[src/rtl/cam_pkg.sv]
// Shared encodings for the CAM insert/delete controller: request ops, response status, FSM states.
package cam_pkg;

    typedef enum logic {
        OP_INSERT = 1'b0,
        OP_DELETE = 1'b1
    } op_e;

    typedef enum logic [1:0] {
        ST_OK       = 2'd0,
        ST_FULL     = 2'd1,
        ST_DUP      = 2'd2,
        ST_NOTFOUND = 2'd3
    } status_e;

    typedef enum logic [2:0] {
        IDLE   = 3'd0,
        LOOKUP = 3'd1,
        WRITE  = 3'd2,
        WAIT   = 3'd3,
        RESP   = 3'd4
    } state_e;

    function automatic int mask_width(input int data_w, input int slice_w);
        return (data_w + slice_w - 1) / slice_w;
    endfunction

endpackage

[src/rtl/cam_free_enc.sv]
// Lowest-index free entry finder over the occupancy bitmap.
// Latency: combinational. Backpressure: none.
// none_free flags a fully occupied bitmap; addr is 0 in that case.
module cam_free_enc #(
    parameter int ADDR_WIDTH = 5
) (
    input  logic [(1<<ADDR_WIDTH)-1:0] bitmap,
    output logic [ADDR_WIDTH-1:0]      addr,
    output logic                       none_free
);

    localparam int ENTRIES = 1 << ADDR_WIDTH;

    // Scan downward so the last hit written is the lowest free index.
    always_comb begin
        addr      = '0;
        none_free = 1'b1;
        for (int i = ENTRIES - 1; i >= 0; i--) begin
            if (!bitmap[i]) begin
                addr      = ADDR_WIDTH'(i);
                none_free = 1'b0;
            end
        end
    end

endmodule

[src/rtl/cam_insert_ctrl.sv]
// Insert/delete sequencer for a CAM: lookup, write at lowest free slot or matched slot, respond.
// Latency: MATCH_LATENCY+1 lookup cycles, then 1 write + busy-bounded wait on writes, then 1 response cycle.
// Backpressure: one request in flight; req_ready is high only in IDLE, CAM busy stalls the response.
module cam_insert_ctrl
    import cam_pkg::*;
#(
    parameter int DATA_WIDTH    = 64,
    parameter int ADDR_WIDTH    = 5,
    parameter int SLICE_WIDTH   = 4,
    parameter int MATCH_LATENCY = 1
) (
    input  logic                                           clk,
    input  logic                                           rst,
    input  logic                                           req_valid,
    output logic                                           req_ready,
    input  logic                                           req_op,
    input  logic [DATA_WIDTH-1:0]                          req_data,
    input  logic [(DATA_WIDTH+SLICE_WIDTH-1)/SLICE_WIDTH-1:0] req_mask,
    output logic                                           rsp_valid,
    output logic [1:0]                                     rsp_status,
    output logic [ADDR_WIDTH-1:0]                          rsp_addr,
    output logic [ADDR_WIDTH-1:0]                          cam_write_addr,
    output logic [DATA_WIDTH-1:0]                          cam_write_data,
    output logic [(DATA_WIDTH+SLICE_WIDTH-1)/SLICE_WIDTH-1:0] cam_select_mask,
    output logic                                           cam_write_delete,
    output logic                                           cam_write_enable,
    input  logic                                           cam_write_busy,
    output logic [DATA_WIDTH-1:0]                          cam_compare_data,
    input  logic                                           cam_match,
    input  logic [ADDR_WIDTH-1:0]                          cam_match_addr,
    output logic [ADDR_WIDTH:0]                            used_count,
    output logic                                           full,
    output logic                                           empty
);

    localparam int         MW       = mask_width(DATA_WIDTH, SLICE_WIDTH);
    localparam int         ENTRIES  = 1 << ADDR_WIDTH;
    localparam logic [2:0] LAT_LAST = 3'(MATCH_LATENCY);

    state_e                  state, state_nxt;
    logic [2:0]              lat_cnt;
    op_e                     op_q;
    logic [MW-1:0]           mask_q;
    logic [ENTRIES-1:0]      bitmap;
    logic                    wait_first;
    status_e                 rsp_status_q;

    logic                    lookup_done;
    logic                    dec_write;
    status_e                 dec_status;
    logic [ADDR_WIDTH-1:0]   dec_addr;
    logic [ADDR_WIDTH-1:0]   free_addr;
    logic                    none_free;

    cam_free_enc #(
        .ADDR_WIDTH (ADDR_WIDTH)
    ) u_free_enc (
        .bitmap    (bitmap),
        .addr      (free_addr),
        .none_free (none_free)
    );

    assign full       = (used_count == (ADDR_WIDTH+1)'(ENTRIES));
    assign empty      = (used_count == '0);
    assign req_ready  = (state == IDLE);
    assign rsp_valid  = (state == RESP);
    assign rsp_status = rsp_status_q;

    assign lookup_done = (state == LOOKUP) && (lat_cnt == LAT_LAST);

    // Decision on the sampled match result; only meaningful when lookup_done.
    always_comb begin
        dec_write  = 1'b0;
        dec_status = ST_OK;
        dec_addr   = '0;
        if (op_q == OP_INSERT) begin
            if (cam_match) begin
                dec_status = ST_DUP;
                dec_addr   = cam_match_addr;
            end else if (full || none_free) begin
                dec_status = ST_FULL;
            end else begin
                dec_write = 1'b1;
                dec_addr  = free_addr;
            end
        end else begin
            if (!cam_match) begin
                dec_status = ST_NOTFOUND;
            end else begin
                dec_write = 1'b1;
                dec_addr  = cam_match_addr;
            end
        end
    end

    always_ff @(posedge clk or posedge rst) begin
        if (rst) begin
            state <= IDLE;
        end else begin
            state <= state_nxt;
        end
    end

    always_comb begin
        state_nxt = state;
        case (state)
            IDLE:    if (req_valid) state_nxt = LOOKUP;
            LOOKUP:  if (lookup_done) state_nxt = dec_write ? WRITE : RESP;
            WRITE:   state_nxt = WAIT;
            WAIT:    if (!wait_first && !cam_write_busy) state_nxt = RESP;
            RESP:    state_nxt = IDLE;
            default: state_nxt = IDLE;
        endcase
    end

    always_ff @(posedge clk or posedge rst) begin
        if (rst) begin
            lat_cnt          <= '0;
            op_q             <= OP_INSERT;
            mask_q           <= '0;
            bitmap           <= '0;
            used_count       <= '0;
            wait_first       <= 1'b0;
            rsp_status_q     <= ST_OK;
            rsp_addr         <= '0;
            cam_write_addr   <= '0;
            cam_write_data   <= '0;
            cam_select_mask  <= '0;
            cam_write_delete <= 1'b0;
            cam_write_enable <= 1'b0;
            cam_compare_data <= '0;
        end else begin
            cam_write_enable <= 1'b0;
            case (state)
                IDLE: begin
                    if (req_valid) begin
                        op_q             <= op_e'(req_op);
                        mask_q           <= req_mask;
                        cam_compare_data <= req_data;
                        lat_cnt          <= '0;
                    end
                end
                LOOKUP: begin
                    lat_cnt <= lat_cnt + 3'd1;
                    if (lookup_done) begin
                        rsp_status_q <= dec_status;
                        rsp_addr     <= dec_addr;
                        if (dec_write) begin
                            cam_write_addr   <= dec_addr;
                            cam_write_data   <= cam_compare_data;
                            cam_select_mask  <= mask_q;
                            cam_write_delete <= (op_q == OP_DELETE);
                            cam_write_enable <= 1'b1;
                        end
                    end
                end
                WRITE: begin
                    wait_first <= 1'b1;
                    if (cam_write_delete) begin
                        bitmap[cam_write_addr] <= 1'b0;
                        if (!empty) used_count <= used_count - 1'b1;
                    end else begin
                        bitmap[cam_write_addr] <= 1'b1;
                        if (!full) used_count <= used_count + 1'b1;
                    end
                end
                WAIT: begin
                    wait_first <= 1'b0;
                end
                default: ;
            endcase
        end
    end

endmodule

[config.mk]
export PLATFORM = sky130hd
export DESIGN_NAME = cam_insert_ctrl
export DESIGN_NICKNAME = d
export VERILOG_FILES = /design/src/rtl/cam_pkg.sv /design/src/rtl/cam_free_enc.sv /design/src/rtl/cam_insert_ctrl.sv
export SDC_FILE = /design/constraint.sdc
export NUM_CORES = 1
export LEC_CHECK = 0
export CELL_PAD_IN_SITES_DETAIL_PLACEMENT = 0
export CELL_PAD_IN_SITES_GLOBAL_PLACEMENT = 1
export CORE_MARGIN = 2
export CORE_UTILIZATION = 38
export CTS_CLUSTER_DIAMETER = 200
export CTS_CLUSTER_SIZE = 30
export DETAILED_ROUTE_END_ITERATION = 8
export GPL_TIMING_DRIVEN = 0
export HOLD_SLACK_MARGIN = 0.08
export MAX_ROUTING_LAYER = met4
export PLACE_DENSITY_LB_ADDON = 0.1
export SLEW_MARGIN = 10
export SYNTH_ARGS = -nofsm -noshare
export SYNTH_HDL_FRONTEND = slang
export SYNTH_HIERARCHICAL = 1
export SYNTH_SLANG_ARGS = --single-unit
[constraint.sdc]
create_clock -name clk -period 8.94 [get_ports clk]
set_clock_uncertainty 0.15 [all_clocks]
set_input_delay 2.235 -clock clk [delete_from_list [all_inputs] [get_ports clk]]
set_output_delay 2.235 -clock clk [all_outputs]
set_load 0.05 [all_outputs]
=== Yosys cells after proc, flatten, opt, wreduce, memory -nomap -nowiden ===
Index checks and enable logic that the tools add are counted.

* Register bits after elaboration: 220
* Output and inout port bits: 168

* Reductions and logical operators: 16
* Add/subtract/negate cells: 3
* $lt $le $gt $ge: 2
* Bitwise gates (word level): 3
* Equal/unequal tests: 11
* Mux-type cells: 93

{| class="wikitable"
|+ Operators by type and width
! kind !! number
|-
| $mux W5 || 36
|-
| $mux W1 || 41
|-
| $and A32 B32 Y32 || 1
|-
| $mux W32 || 1
|-
| $not A32 Y32 || 1
|-
| $or A32 B32 Y32 || 1
|-
| $mux W6 || 3
|-
| $mux W3 || 5
|-
| $pmux W3 S4 || 1
|-
| $ne A2 B2 Y1 const B || 5
|-
| $reduce_and A3 Y1 || 3
|-
| $add A6 B1 Y6 const B || 1
|-
| $eq A3 B1 Y1 const B || 2
|-
| $eq A3 B2 Y1 const B || 2
|-
| $eq A6 B6 Y1 const B || 1
|-
| $logic_not A6 Y1 || 1
|-
| $lt A5 B6 Y1 const B || 1
|-
| $mux W2 || 3
|-
| $pmux W3 S2 || 1
|-
| $reduce_and A2 Y1 || 3
|-
| $sub A6 B1 Y6 const B || 1
|-
| $demux W1 S5 || 1
|-
| $ge A5 B1 Y1 const B || 1
|-
| $reduce_bool A2 Y1 || 2
|-
| 7 further kinds || 10
|}

=== Logic depth before layout (Yosys ltp) ===
Gate-level depths: netlist of run 1.

* Depth after elaboration: 39
* Depth in mapped cells: 11
* Gate-level depth less buffers: 9

=== Modules after synthesis ===
Netlist of run 1, hierarchy kept.

{| class="wikitable"
|+ By module, submodules not included
! module !! times used !! cells an instance !! area an instance (um2) !! sequential area each (um2)
|-
| cam_insert_ctrl || 1 || 617 || 8767.2 || 5505.3
|-
| cam_free_enc || 1 || 66 || 377.9 || 0.0
|}

=== Worst setup path after synthesis of run 1 ===
No wires, ideal clock.

* Path kind: register to output
* Start: register used_count[1]
* End: output port empty
* Stages on the path, launching flop included: 4
* Arrival time: 1.784 ns
* Required time: 6.555 ns
* Slack: 4.771 ns
* Path through: dfrtp_1 -> nor4_1 -> nand2_1 -> nor2_1

* Longest elaborated chain between the ends: 1

{| class="wikitable"
|+ RTL lines
! element !! RTL line !! source
|-
| from (decl) || cam_insert_ctrl.sv:31 || <nowiki>output logic [ADDR_WIDTH:0] used_count,</nowiki>
|-
| from (signal assigned) || cam_insert_ctrl.sv:161 || <nowiki>if (!empty) used_count <= used_count - 1'b1;</nowiki>
|-
| from (signal assigned) || cam_insert_ctrl.sv:164 || <nowiki>if (!full) used_count <= used_count + 1'b1;</nowiki>
|-
| $logic_not A6 Y1 || cam_insert_ctrl.sv:64 || <nowiki>assign empty = (used_count == '0);</nowiki>
|-
| to (decl) || cam_insert_ctrl.sv:33 || <nowiki>output logic empty</nowiki>
|}

Every way passes these cells.

=== Worst setup path after layout of run 1 ===
* Start: register used_count[1]
* End: output port full

* Longest elaborated chain between the ends: 1

{| class="wikitable"
|+ RTL lines
! element !! RTL line !! source
|-
| $eq A6 B6 Y1 || cam_insert_ctrl.sv:63 || <nowiki>assign full = (used_count == (ADDR_WIDTH+1)'(ENTRIES));</nowiki>
|-
| to (decl) || cam_insert_ctrl.sv:32 || <nowiki>output logic full,</nowiki>
|}

Every way passes these cells.

==> results of run 1 <==
## cell usage after synthesis, types with 2 or more instances
cell type,instances
dfrtp_1,220
mux2_2,111
mux2_1,57
o21ai_0,46
nand2_1,41
o31ai_1,25
nor2_1,18
inv_1,17
a21oi_1,16
clkbuf_1,14
nand3_1,11
nand4_1,10
buf_2,9
buf_6,9
ha_1,6
a22oi_1,5
a31oi_1,5
or3_1,5
nand3b_1,4
nor3_1,4
xor2_1,4
a21o_1,3
buf_4,3
nor3b_1,3
xnor2_1,3
a211oi_1,2
and3_1,2
and3b_1,2
nand2b_1,2
nor4_1,2
o2111ai_1,2
or2_2,2
or3b_2,2
## logic make-up after synthesis
family	Yosys count	synth area share, %
buffers and inverters	55	3.26
AO/OA/AOI/OAI	112	7.69
flip-flops	220	60.2
XOR/XNOR	7	0.670
AND/OR/NAND/NOR	114	6.46
multiplexers	168	20.7
adder cells (fa/ha/maj)	7	1.04
## area by class of cell
cell class | instances | area [µm²] | share of cell area (%)
antenna | 4 | 10.0 | 0.0802
buffer | 37 | 230 | 1.84
clock buffer | 11 | 275 | 2.20
clock inverter | 1 | 20.0 | 0.160
inverter | 18 | 75.1 | 0.601
multi-input combinational | 408 | 3340 | 26.8
sequential | 220 | 5510 | 44.1
tap | 319 | 399 | 3.20
timing repair buffer | 259 | 2630 | 21.0
## worst min-delay path, stage by stage (launching register included)
cell and delay, ps:
dfrtp_1 360, nand2_1 40, o21ai_0 50
## how the worst max path moves through the flow
stage | from | end | slack, ps
final | used_count[1]$_DFFE_PP0P_ | full | 3960
after global routing | used_count[1]$_DFFE_PP0P_ | full | 3810
after CTS | used_count[1]$_DFFE_PP0P_ | full | 3930
after detailed placement | req_valid | mask_q[12]$_DFFE_PP0P_ | 4460
after global placement | rst | cam_write_addr[0]$_DFFE_PP0P_ | -2690
after floorplan | rst | asynchronous set/reset pin | 530
## routing by layer
metal  wire length [µm]  part of all wire (%)  vias up
li1                   -                     -     2985
met2              11300                    47      169
met4                418                   1.7        0
met5                  0                     0        -
met1              10000                    42     3179
met3               2300                   9.6       29
## through the flow
stage | utilization, % | cells | TNS, ps | hold WS (ps)
6_report | 53.0 | 1277 | 0 | 340
3_3_place_gp | 51.5 | 1259 | -588760 | 313
4_1_cts | 53.0 | 1273 | 0 | 347
2_1_floorplan | - | 683 | 0 | 297
3_5_place_dp | 51.7 | 1261 | 0 | 320
5_1_grt | 53.0 | 1277 | 0 | 360
==> metrics.md, run 1 <==
| Metric | Value |
|---|---|
| Largest cells by area after synthesis | `dfrtp_1, mux2_2, mux2_1, o21ai_0, o31ai_1` |
| Number of global-route vias before repair | `6729` |
| Met2 usage | `about 31%` |
| Nets | `between 1k and 1.5k` |
| CP Class | `reg -> out` |
| Synth area leader | `dfrtp_1` |
| Grt ovf | `0` |
| Post-CTS Setup Bufs | `0` |
| Worst Path Arrival | `2590 ps` |
| Clock transition at path regs | `roughly 130 ps` |
| EDFF count, synth | `0` |
| Commonest non-fill, non-tap cells in the layout | `clkdlybuf4s50_1, dfrtp_1, mux2_2` |
| Tightest Pin Transition | `643 ps` |
| Yosys warns | `6` |
| Post-Syn Nets | `between 700 and 800` |
| WP depth | `3` |
| Initial antenna violation count | `4` |
| Die X | `159 µm` |
| Layout cells sized above 1 | `between 10% and 20%` |
| Clock sink total | `220` |
| Starting Density | `38.8%` |
| Final min period | `4980 ps` |
| Clk_lat worst skew | `just under 500 ps` |
| Yosys reg bits | `220` |
| Crit path max fanout | `5` |
| RSZ-0062 raised after global routing | `false` |
| Final setup violation count | `0` |
| Final count of hold timing violations | `0` |
| Worst Hold End | `rsp_addr[2]$_DFFE_PP0P_` |
| Met1 GRT Util | `24.2%` |
| Crit end category | `output pin` |
| DP Wirelength | `around 17000 µm` |
| Post-synthesis cell area | `9150 µm²` |
| Synth-to-Final Area Change | `36.5%` |
| Num CTS Buffers | `11` |
| Worst setup margin | `3960 ps` |
| First-pass GRT wire length | `between 30000 and 40000 µm` |
| # hold bufs at CTS | `0` |
| GRT met3 Usage | `7.48%` |
| IO Port Bufs | `257` |
| Post_cts resized | `0` |
| WL per Instance | `18.8 µm` |
| CTS max path bufs | `3` |
| Area share of the largest cell type after synthesis | `60.2%` |
| Vias | `6362` |
| Die Y | `159 µm` |
| Worst slack at placement | `4460 ps` |
| Worst R2R End | `cam_write_data[31]$_DFFE_PP0P_` |
| Avg Synthesized Cell Area | `~13 µm²` |
| Core Footprint | `around 24000 µm²` |
| Total Wirelength | `approximately 24000 µm` |
| DRC Markers | `0` |
| Die area | `25300 µm²` |
| Reg2reg setup slack | `6130 ps` |
| Num rows | `56` |
| Pre-antenna DRT Iters | `4` |
| Required time worst endpoint | `around 6600 ps` |
| Max incr delay on CP | `850 ps` |
| Period utilisation layout | `55.7%` |
| Number of cells on the worst hold path | `2` |
| Clock root buffer | `clkbuf_16` |
| Fill cell count | `2158` |
| Total Routing Usage GR | `19.6%` |
| Design area | `12500 µm²` |
| Initial detailed-routing violation count | `around 370` |
| CTS tree | `built` |
| # IOs | `259` |
| H-tree depth | `1` |
| Placed Area | `roughly 12000 µm²` |
| Syn Inst Count | `683` |
| Antenna viol nets, final | `0` |
| Most common cell after layout, fill and taps aside | `clkdlybuf4s50_1` |
| Worst Reg-to-Reg Cells | `10` |
| Routability cong. | `0.837` |
| Largest net degree at the start of global routing | `102` |
| DR vias/cell | `4.98` |
| Type of the tightest min-delay check | `reg -> reg` |
| Max-Cap Viols | `0` |
| Gr busiest metal | `met2` |
| Register area share after synthesis | `60.2%` |
| Async SR Flop Fraction | `100%` |
| Max Slew Vio Count | `0` |
| Slowest-stage cell, CP | `clkdlybuf4s50_1` |
| Hold Startpoint | `rsp_addr[2]$_DFFE_PP0P_` |
| CP Cell Sequence | `nor4_1 > and3_1 > clkdlybuf4s50_1` |
| Synth unique cells | `51` |
| Max_slew headroom | `roughly 57%` |
| Status | `complete, no violations` |
| Post-synth top flop | `dfrtp_1` |
| Delay-heaviest family, CP | `buffers and inverters` |
| Critical Path Source Type | `flop` |
| Peak Freq | `approximately 0.2 GHz` |
| Crit path buf inv count | `1` |
Power of run 1 is left out: the tool's default activity adds up to more than one toggle a clock period on the data nets, which glitch-free logic cannot reach.
==> run 2, diff against run 1 <==
Settings changed: CORE_UTILIZATION 38 to 34.
Clock period 8.94 ns to 4.07 ns, I/O delays scaled along.
==> metrics.md, run 2 (synthesis results as in run 1) <==
| Metric | Value |
|---|---|
| Status | `complete, no violations` |
| Nets | `1059 (+0.57%)` |
| CP Cell Sequence | `nor4_1 > and3_1 > clkdlybuf4s50_1` |
| Post-CTS Setup Bufs | `0 (unchanged)` |
| Crit path max fanout | `5 (unchanged)` |
| Initial detailed-routing violation count | `313 (-15%)` |
| CTS tree | `built` |
| Clock root buffer | `clkbuf_16` |
| WL per Instance | `18.9 µm (+0.24%)` |
| Crit path buf inv count | `1 (unchanged)` |
| Die area | `28200 µm² (+11%)` |
| Max_slew headroom | `44.8% (-12 points)` |
| Num rows | `60 (+7.1%)` |
| Max Slew Vio Count | `0 (unchanged)` |
| DP Cell Count | `1289 (+2.2%)` |
| Largest net degree at the start of global routing | `33 (-68%)` |
| Grt ovf | `0 (unchanged)` |
| Placed Area | `12300 µm² (+1.2%)` |
| IO Port Bufs | `257 (unchanged)` |
| Core Footprint | `26700 µm² (+13%)` |
| # IOs | `259 (unchanged)` |
| Total Routing Usage GR | `18.0% (-1.6 points)` |
| Required time worst endpoint | `2900 ps (-3660 ps)` |
| Max incr delay on CP | `840 ps (about the same)` |
| Pre-antenna DRT Iters | `4 (unchanged)` |
| DR vias/cell | `4.89 (-1.8%)` |
| Synth-to-Final Area Change | `38.0%` |
| Type of the tightest min-delay check | `reg -> reg` |
| Most common cell after layout, fill and taps aside | `clkdlybuf4s50_1` |
| Post_cts resized | `0 (unchanged)` |
| Initial antenna violation count | `1 (-3)` |
| Clock sink total | `220 (unchanged)` |
| CP Class | `reg -> out` |
| Critical Path Source Type | `flop` |
| First-pass GRT wire length | `38800 µm (+1.3%)` |
| Commonest non-fill, non-tap cells in the layout | `clkdlybuf4s50_1, dfrtp_1, mux2_2` |
| Vias | `6371 (+0.14%)` |
| Non-filler cells, final | `1302 (+2.0%)` |
| RSZ-0062 raised after global routing | `false` |
| Tightest Pin Transition | `828 ps (+185 ps)` |
| Routability cong. | `0.798 (-4.7%)` |
| Peak Freq | `0.262 GHz` |
| Layout cells sized above 1 | `17.3% (+0.52 points)` |
| Crit end category | `output pin` |
| DP Wirelength | `18300 µm (+4.9%)` |
| Design area | `12600 µm² (+1.1%)` |
| Post-Route Utilization | `47.4% (-5.7 points)` |
| Worst Setup SP | `used_count[1]$_DFFE_PP0P_` |
| Slowest-stage cell, CP | `clkdlybuf4s50_1` |
| Final min period | `3820 ps` |
| Max-Cap Viols | `0 (unchanged)` |
| Final count of hold timing violations | `0 (unchanged)` |
| Number of global-route vias before repair | `6627 (-1.5%)` |
| Antenna viol nets, final | `0 (unchanged)` |
| Delay-heaviest family, CP | `simple AND/OR/NAND/NOR gates` |
| Hold Startpoint | `mask_q[0]$_DFFE_PP0P_` |
| # hold bufs at CTS | `0 (unchanged)` |
| Total Wirelength | `24600 µm (+2.2%)` |
| Final setup violation count | `0 (unchanged)` |
| Clk_lat worst skew | `480 ps (about the same)` |
| Worst Path Arrival | `2650 ps (+60 ps)` |
| DRC Markers | `0 (unchanged)` |
| Worst r2r src | `cam_write_delete$_DFFE_PP0P_` |
| Starting Density | `34.3% (-4.5 points)` |
| Period utilisation layout | `93.9%` |
| CTS max path bufs | `3 (unchanged)` |
| Die Y | `168 µm (+5.6%)` |
| Num CTS Buffers | `11 (unchanged)` |
| Die X | `168 µm (+5.6%)` |
| H-tree depth | `1 (unchanged)` |
| Clock transition at path regs | `120 ps (about the same)` |
[run 2: routing by layer]
layer	track usage [%]	wire, µm	up-vias
met1	22.7	10500	3193
met2	29.1	11900	153
li1	-	-	3012
met5	-	0	-
met4	2.31	254	0
met3	6.14	1940	13
[run 2: cell type report]
| type | instances | area [µm²] |
|---|---|---|
| antenna | 1 | 2.50 |
| tap | 341 | 427 |
| clock inverter | 1 | 20.0 |
| timing repair buffer | 265 | 2750 |
| inverter | 18 | 71.3 |
| fill | 2438 | 14000 |
| sequential | 220 | 5510 |
| multi-input combinational | 408 | 3340 |
| clock buffer | 11 | 275 |
| buffer | 37 | 230 |
[run 2: final timing paths]
kind | end | slack, ps | depth (start not counted)
max | full | 250 | 3
min | cam_select_mask[0]$_DFFE_PP0P_ | 340 | 1
min in group asynchronous | cam_compare_data[24]$_DFFE_PP0P_ | 730 | 2
max in group asynchronous | mask_q[7]$_DFFE_PP0P_ | 1880 | 6
min reg2reg | cam_select_mask[0]$_DFFE_PP0P_ | 340 | 1
max reg2reg | used_count[4]$_DFFE_PP0P_ | 1240 | 8
[run 2: stage by stage]
| stage | setup slack [ps] | TNS (ps) | hold slack (ps) |
|---|---|---|---|
| floorplan | 34.4 | 0 | 297 |
| detailed placement | 618 | 0 | 325 |
| finish | 248 | 0 | 339 |
| global route | 132 | 0 | 359 |
| CTS | 244 | 0 | 350 |
| global placement | -1920 | -419680 | 312 |
Power of run 2 is left out for the same reason.
==> variant 1 (config.mk and constraints of run 2) <==
Change the parameter `DATA_WIDTH` from 64 to 72.
--- a/src/rtl/cam_insert_ctrl.sv
+++ b/src/rtl/cam_insert_ctrl.sv
@@ -6,3 +6,3 @@
 #(
-    parameter int DATA_WIDTH    = 64,
+    parameter int DATA_WIDTH    = 72,
     parameter int ADDR_WIDTH    = 5,
Interface: changed (5 resized); port bits go from 259 to 287. The function was not compared with the original's and may differ.
==> variant 1 against run 2 <==
- cell count increased by 8.0%
- utilization increased by 0.48 points
- area after synthesis grew 10%
- final area up 9.7%
- sequential cell count grew 20
- first-iteration DRC count decreased by 12%
- setup slack improved by 0.16 ns
- wire length is 7.2% higher
Power is left out: the tool's default activity adds up to more than one toggle a clock period on the data nets, which glitch-free logic cannot reach.
==> variant 1: results (changes against run 2) <==
stage,metric,value,unit,change
sta,max-slew-margin-rel,0.4947,,was 0.4479
critical_path,critPathMaxStageDelay,0.82,ns,was 0.84 ns
drt,dr.first_iter.drc_count,277,,was 313
critical_path,cp_slowest_cell,clkdlybuf4s50_1,,unchanged
synthesis,netlist_top_cells_area,"dfrtp_1 (60%), mux2_2 (15%), mux2_4 (6.0%)",,"was dfrtp_1 (60%), mux2_2 (14%), mux2_1 (7.0%)"
synthesis,ys.flop_type,dfrtp_1,,unchanged
place,gp_congestion,0.7843,,was 0.7976
global_route,grt_pass1_wl,41360,µm,"was 38,770 µm"
worst_hold_path,min_to,wait_first,,was cam_select_mask[0]
critical_path,worstReg2RegEnd,cam_select_mask[2],,was used_count[4]
place,place_inst,1393,,"was 1,289"
place,hpwlAfterDp,19490,µm,"was 18,290 µm"
critical_path,crit_end,empty,,was full
cts,cts_setup_buffers,0,,unchanged
drt,vias_per_cell,4.862,,was 4.893
synthesis,async_reset_ff_frac,1.000,,unchanged
drt,vias,6836,,"was 6,371"
global_route,grt_max_degree,36,,was 33
synthesis,synth_fp_nets,824,,was 781
global_route,grtUsageMet3,0.05556,,was 0.06135
synthesis,yosys_warnings,6,,unchanged
cts,root_buffer,clkbuf_16,,unchanged
cts,cts_resized,0,,unchanged
synthesis,synthCells,716,,was 683
global_route,use_met2,0.2844,,was 0.2911
worst_hold_path,min_from,wait_first,,was mask_q[0]
global_route,grt_pass1_vias,7092,,"was 6,627"
global_route,antenna_found_initial,2,,was 1
critical_path,crit_arrival,2.49,ns,was 2.65 ns
global_route,use_met1,0.2196,,was 0.2266
synthesis,synthTopCellsByCount,"dfrtp_1 (240), mux2_2 (136), o21ai_0 (54)",,"was dfrtp_1 (220), mux2_2 (111), mux2_1 (57)"
cells_and_area,nFillCells,2636,,"was 2,438"
cells_and_area,drive_gt1_frac,0.2275,,was 0.1729
global_route,track_usage,0.1749,,was 0.1802
cells_and_area,nNetsFinal,1130,,"was 1,059"
outcome,outcome,"finished, final reports clean",,unchanged
place,place.port_buffers,285,,was 257
cts,clkTransAtPathRegs,0.12,ns,about the same
worst_hold_path,hold_depth,2,,was 1
critical_path,ff2ff_path_depth,11,,was 8
synthesis,synth-seq-area-share,0.5972,,was 0.6020
drt,wl_per_cell,18.72,µm,was 18.87 µm
synthesis,ys_types,49,,was 51
critical_path,regToRegSetupSlack,1.11,ns,was 1.24 ns
==> variant 1: changes by cell type in the layout (fill, tap and decap cells not counted), moves of 4 or more <==
cell and change:
mux2_1 -51, buf_12 +6, dfrtp_1 +20, mux2_2 +25, o31ai_1 +8, mux2_4 +40, clkbuf_1 +5, nor2_1 -4
o21ai_0 +8, nand2_1 -13, buf_6 -5, clkdlybuf4s50_1 +28
==> variant 1: metrics by stage <==
stage	hold slack, ns	setup TNS (ns)	util	instance area, µm²	setup WS [ns]
after floorplan	0.2980	-58.88	-	10060	-0.2453
after global placement	0.3108	-560.10	0.4629	13390	-2.356
after detailed placement	0.3145	0	0.4687	13560	0.6744
after CTS	0.3448	0	0.4782	13840	0.3660
after global routing	0.3617	0	0.4784	13840	0.2614
final	0.3423	0	0.4784	13840	0.4111
==> variant 1: kinds of logic after synthesis <==
family / share of synthesized area
mux: 0.2187
buf+inv: 0.03496
fa+ha+maj: 0.009455
flops: 0.5972
compound gates: 0.08012
xor+xnor: 0.006096
simple gates: 0.05350
==> variant 1: routing by layer <==
metal	vias up	wire length [µm]
li1	3185	-
met1	3450	11320
met2	185	12590
met3	16	2051
met4	0	362
met5	-	0
==> variant 1: area by class of cell <==
cell class              count  area (µm²)  area share
multi-input cells         420        3700      0.2673
repair buffers            293        3020      0.2182
flip-flops and latches    240        6006      0.4339
plain buffers              42       299.0     0.02160
clock buffers              11       275.3     0.01989
inverters                  14       56.30    0.004068
well taps                 384       480.5     0.03471
diodes                      2       5.005   0.0003616
==> variant 1: critical path: cells and delay by family, from the launching register on <==
kind	cells	cell delay, ns
buffers and inverters	1	0.82
AND/OR/NAND/NOR	3	0.72
flip-flops	1	0.48
==> variant 2 (settings of run 2) <==
Without the edit above. Reset style: synchronous (`rst`), changed in 2 clocked blocks.
--- a/src/rtl/cam_insert_ctrl.sv
+++ b/src/rtl/cam_insert_ctrl.sv
@@ -95,3 +95,3 @@
 
-    always_ff @(posedge clk or posedge rst) begin
+    always_ff @(posedge clk) begin
         if (rst) begin
@@ -115,3 +115,3 @@
 
-    always_ff @(posedge clk or posedge rst) begin
+    always_ff @(posedge clk) begin
         if (rst) begin
Formal check against the unedited RTL: differs if rst is asserted again (counterexample within 4 cycles, from zero or initial values and one cycle with rst high); with rst held inactive, the same outputs for 4 cycles.
==> variant 2 against run 2 <==
- largest cell class unchanged
- cell count up 28%
- register-to-register slack got worse by 0.14 ns
- area after synthesis decreased by 7.1%
- sequential cell count stayed put
- setup slack lost 0.062 ns
- final area is 6.8% lower
- wire length rose by 11%
- die area fell by 6.9%
==> variant 2: results (changes against run 2) <==
stage,metric,value,unit,change
outcome,outcome,"finished, final reports clean",,unchanged
global_route,grt_max_degree,31,,was 33
synthesis,synthTopCellsByCount,"nand2_1 (342), dfxtp_1 (220), a21oi_1 (207)",,"was dfrtp_1 (220), mux2_2 (111), mux2_1 (57)"
place,place.port_buffers,256,,was 257
cells_and_area,drive_gt1_frac,0.02522,,was 0.1729
cells_and_area,finalNonFillerCells,1672,,"was 1,302"
global_route,track_usage,0.2070,,was 0.1802
synthesis,async_reset_ff_frac,0,,was 1.000
synthesis,netlist_top_cells_area,"dfxtp_1 (52%), nand2_1 (15%), a21oi_1 (12%)",,"was dfrtp_1 (60%), mux2_2 (14%), mux2_1 (7.0%)"
critical_path,critPathMaxStageDelay,0.89,ns,was 0.84 ns
synthesis,synthAdderAreaFrac,0.01119,,was 0.01040
worst_hold_path,hold_depth,2,,was 1
global_route,antenna_found_initial,0,,was 1
synthesis,synth_compound_area_frac,0.1874,,was 0.07689
cts,clk_path_buf_depth,3,,unchanged
synthesis,synthMuxAreaShare,0.003534,,was 0.2069
synthesis,synth_fp_nets,1178,,was 781
drt,first_pass_iters,5,,was 4
drt,drt-total-wl,27230,µm,"was 24,570 µm"
critical_path,cp_slowest_cell,clkdlybuf4s50_1,,unchanged
critical_path,regToRegSetupSlack,1.10,ns,was 1.24 ns
critical_path,crit_start,used_count[1],,unchanged
global_route,grt_pass1_wl,42340,µm,"was 38,770 µm"
sta,max-slew-margin-rel,0.4670,,was 0.4479
cts,cts_resized,0,,unchanged
place,gp_congestion,0.8237,,was 0.7976
power_and_ir_drop,leakage,3.864,nW,
cts,cts_inserted_buffers,11,,unchanged
drt,vias,8075,,"was 6,371"
critical_path,ff2ff_path_depth,12,,was 8
synthesis,yosys_warnings,6,,unchanged
place,hpwlAfterDp,19730,µm,"was 18,290 µm"
place,dpl_cell_area,11470,µm²,"was 12,320 µm²"
critical_path,worstReg2RegEnd,cam_write_data[50],,was used_count[4]
global_route,grt_pass1_vias,7684,,"was 6,627"
cts,cts_setup_buffers,0,,unchanged
synthesis,synth_top_family_by_area,simple AND/OR/NAND/NOR gates,,was multiplexers
drt,dr.first_iter.drc_count,436,,was 313
synthesis,synth_xor_area_frac,0.005153,,was 0.006704
worst_hold_path,min_to,cam_select_mask[5],,was cam_select_mask[0]
cells_and_area,antenna-diode-count,0,,was 1
synthesis,syn_area_per_cell,7.869,µm²,was 13.39 µm²
cts,worstSkewPairLatency,0.48,ns,about the same
synthesis,ys_types,48,,was 51
worst_hold_path,min_from,mask_q[5],,was mask_q[0]
synthesis,synth-seq-area-share,0.5183,,was 0.6020
cts,cts.htree.levels,1,,unchanged
cells_and_area,nNetsFinal,1447,,"was 1,059"
variant 2: stage by stage:
step	hold WS (ns)	worst slack, ns	util	power [mW]
3_3_place_gp	0.2891	0.7568	0.4687	3.207
5_1_grt	0.3266	0.1160	0.4808	4.566
2_1_floorplan	0.2821	0.6811	-	2.860
4_1_cts	0.3082	0.2285	0.4808	4.422
3_5_place_dp	0.2954	0.7623	0.4687	3.208
6_report	0.3030	0.1859	0.4808	4.363
variant 2: routing by layer:
layer / vias up / GRT usage / wire length (µm)
met3: 24 / 0.05950 / 2309
met5: - / - / 0
met2: 230 / 0.3147 / 11970
met4: 0 / 0.04023 / 419
li1: 4143 / - / -
met1: 3678 / 0.2766 / 12530
variant 2: final cells by class:
cell class / instances / area (µm²)
Buffer: 79 / 311.5
Clock buffer: 11 / 275.3
Clock inverter: 1 / 20.02
Fill cell: 2469 / 12700
Inverter: 12 / 45.04
Multi-Input combinational cell: 769 / 3737
Sequential cell: 220 / 4404
Tap cell: 324 / 405.4
Timing Repair Buffer: 256 / 2562
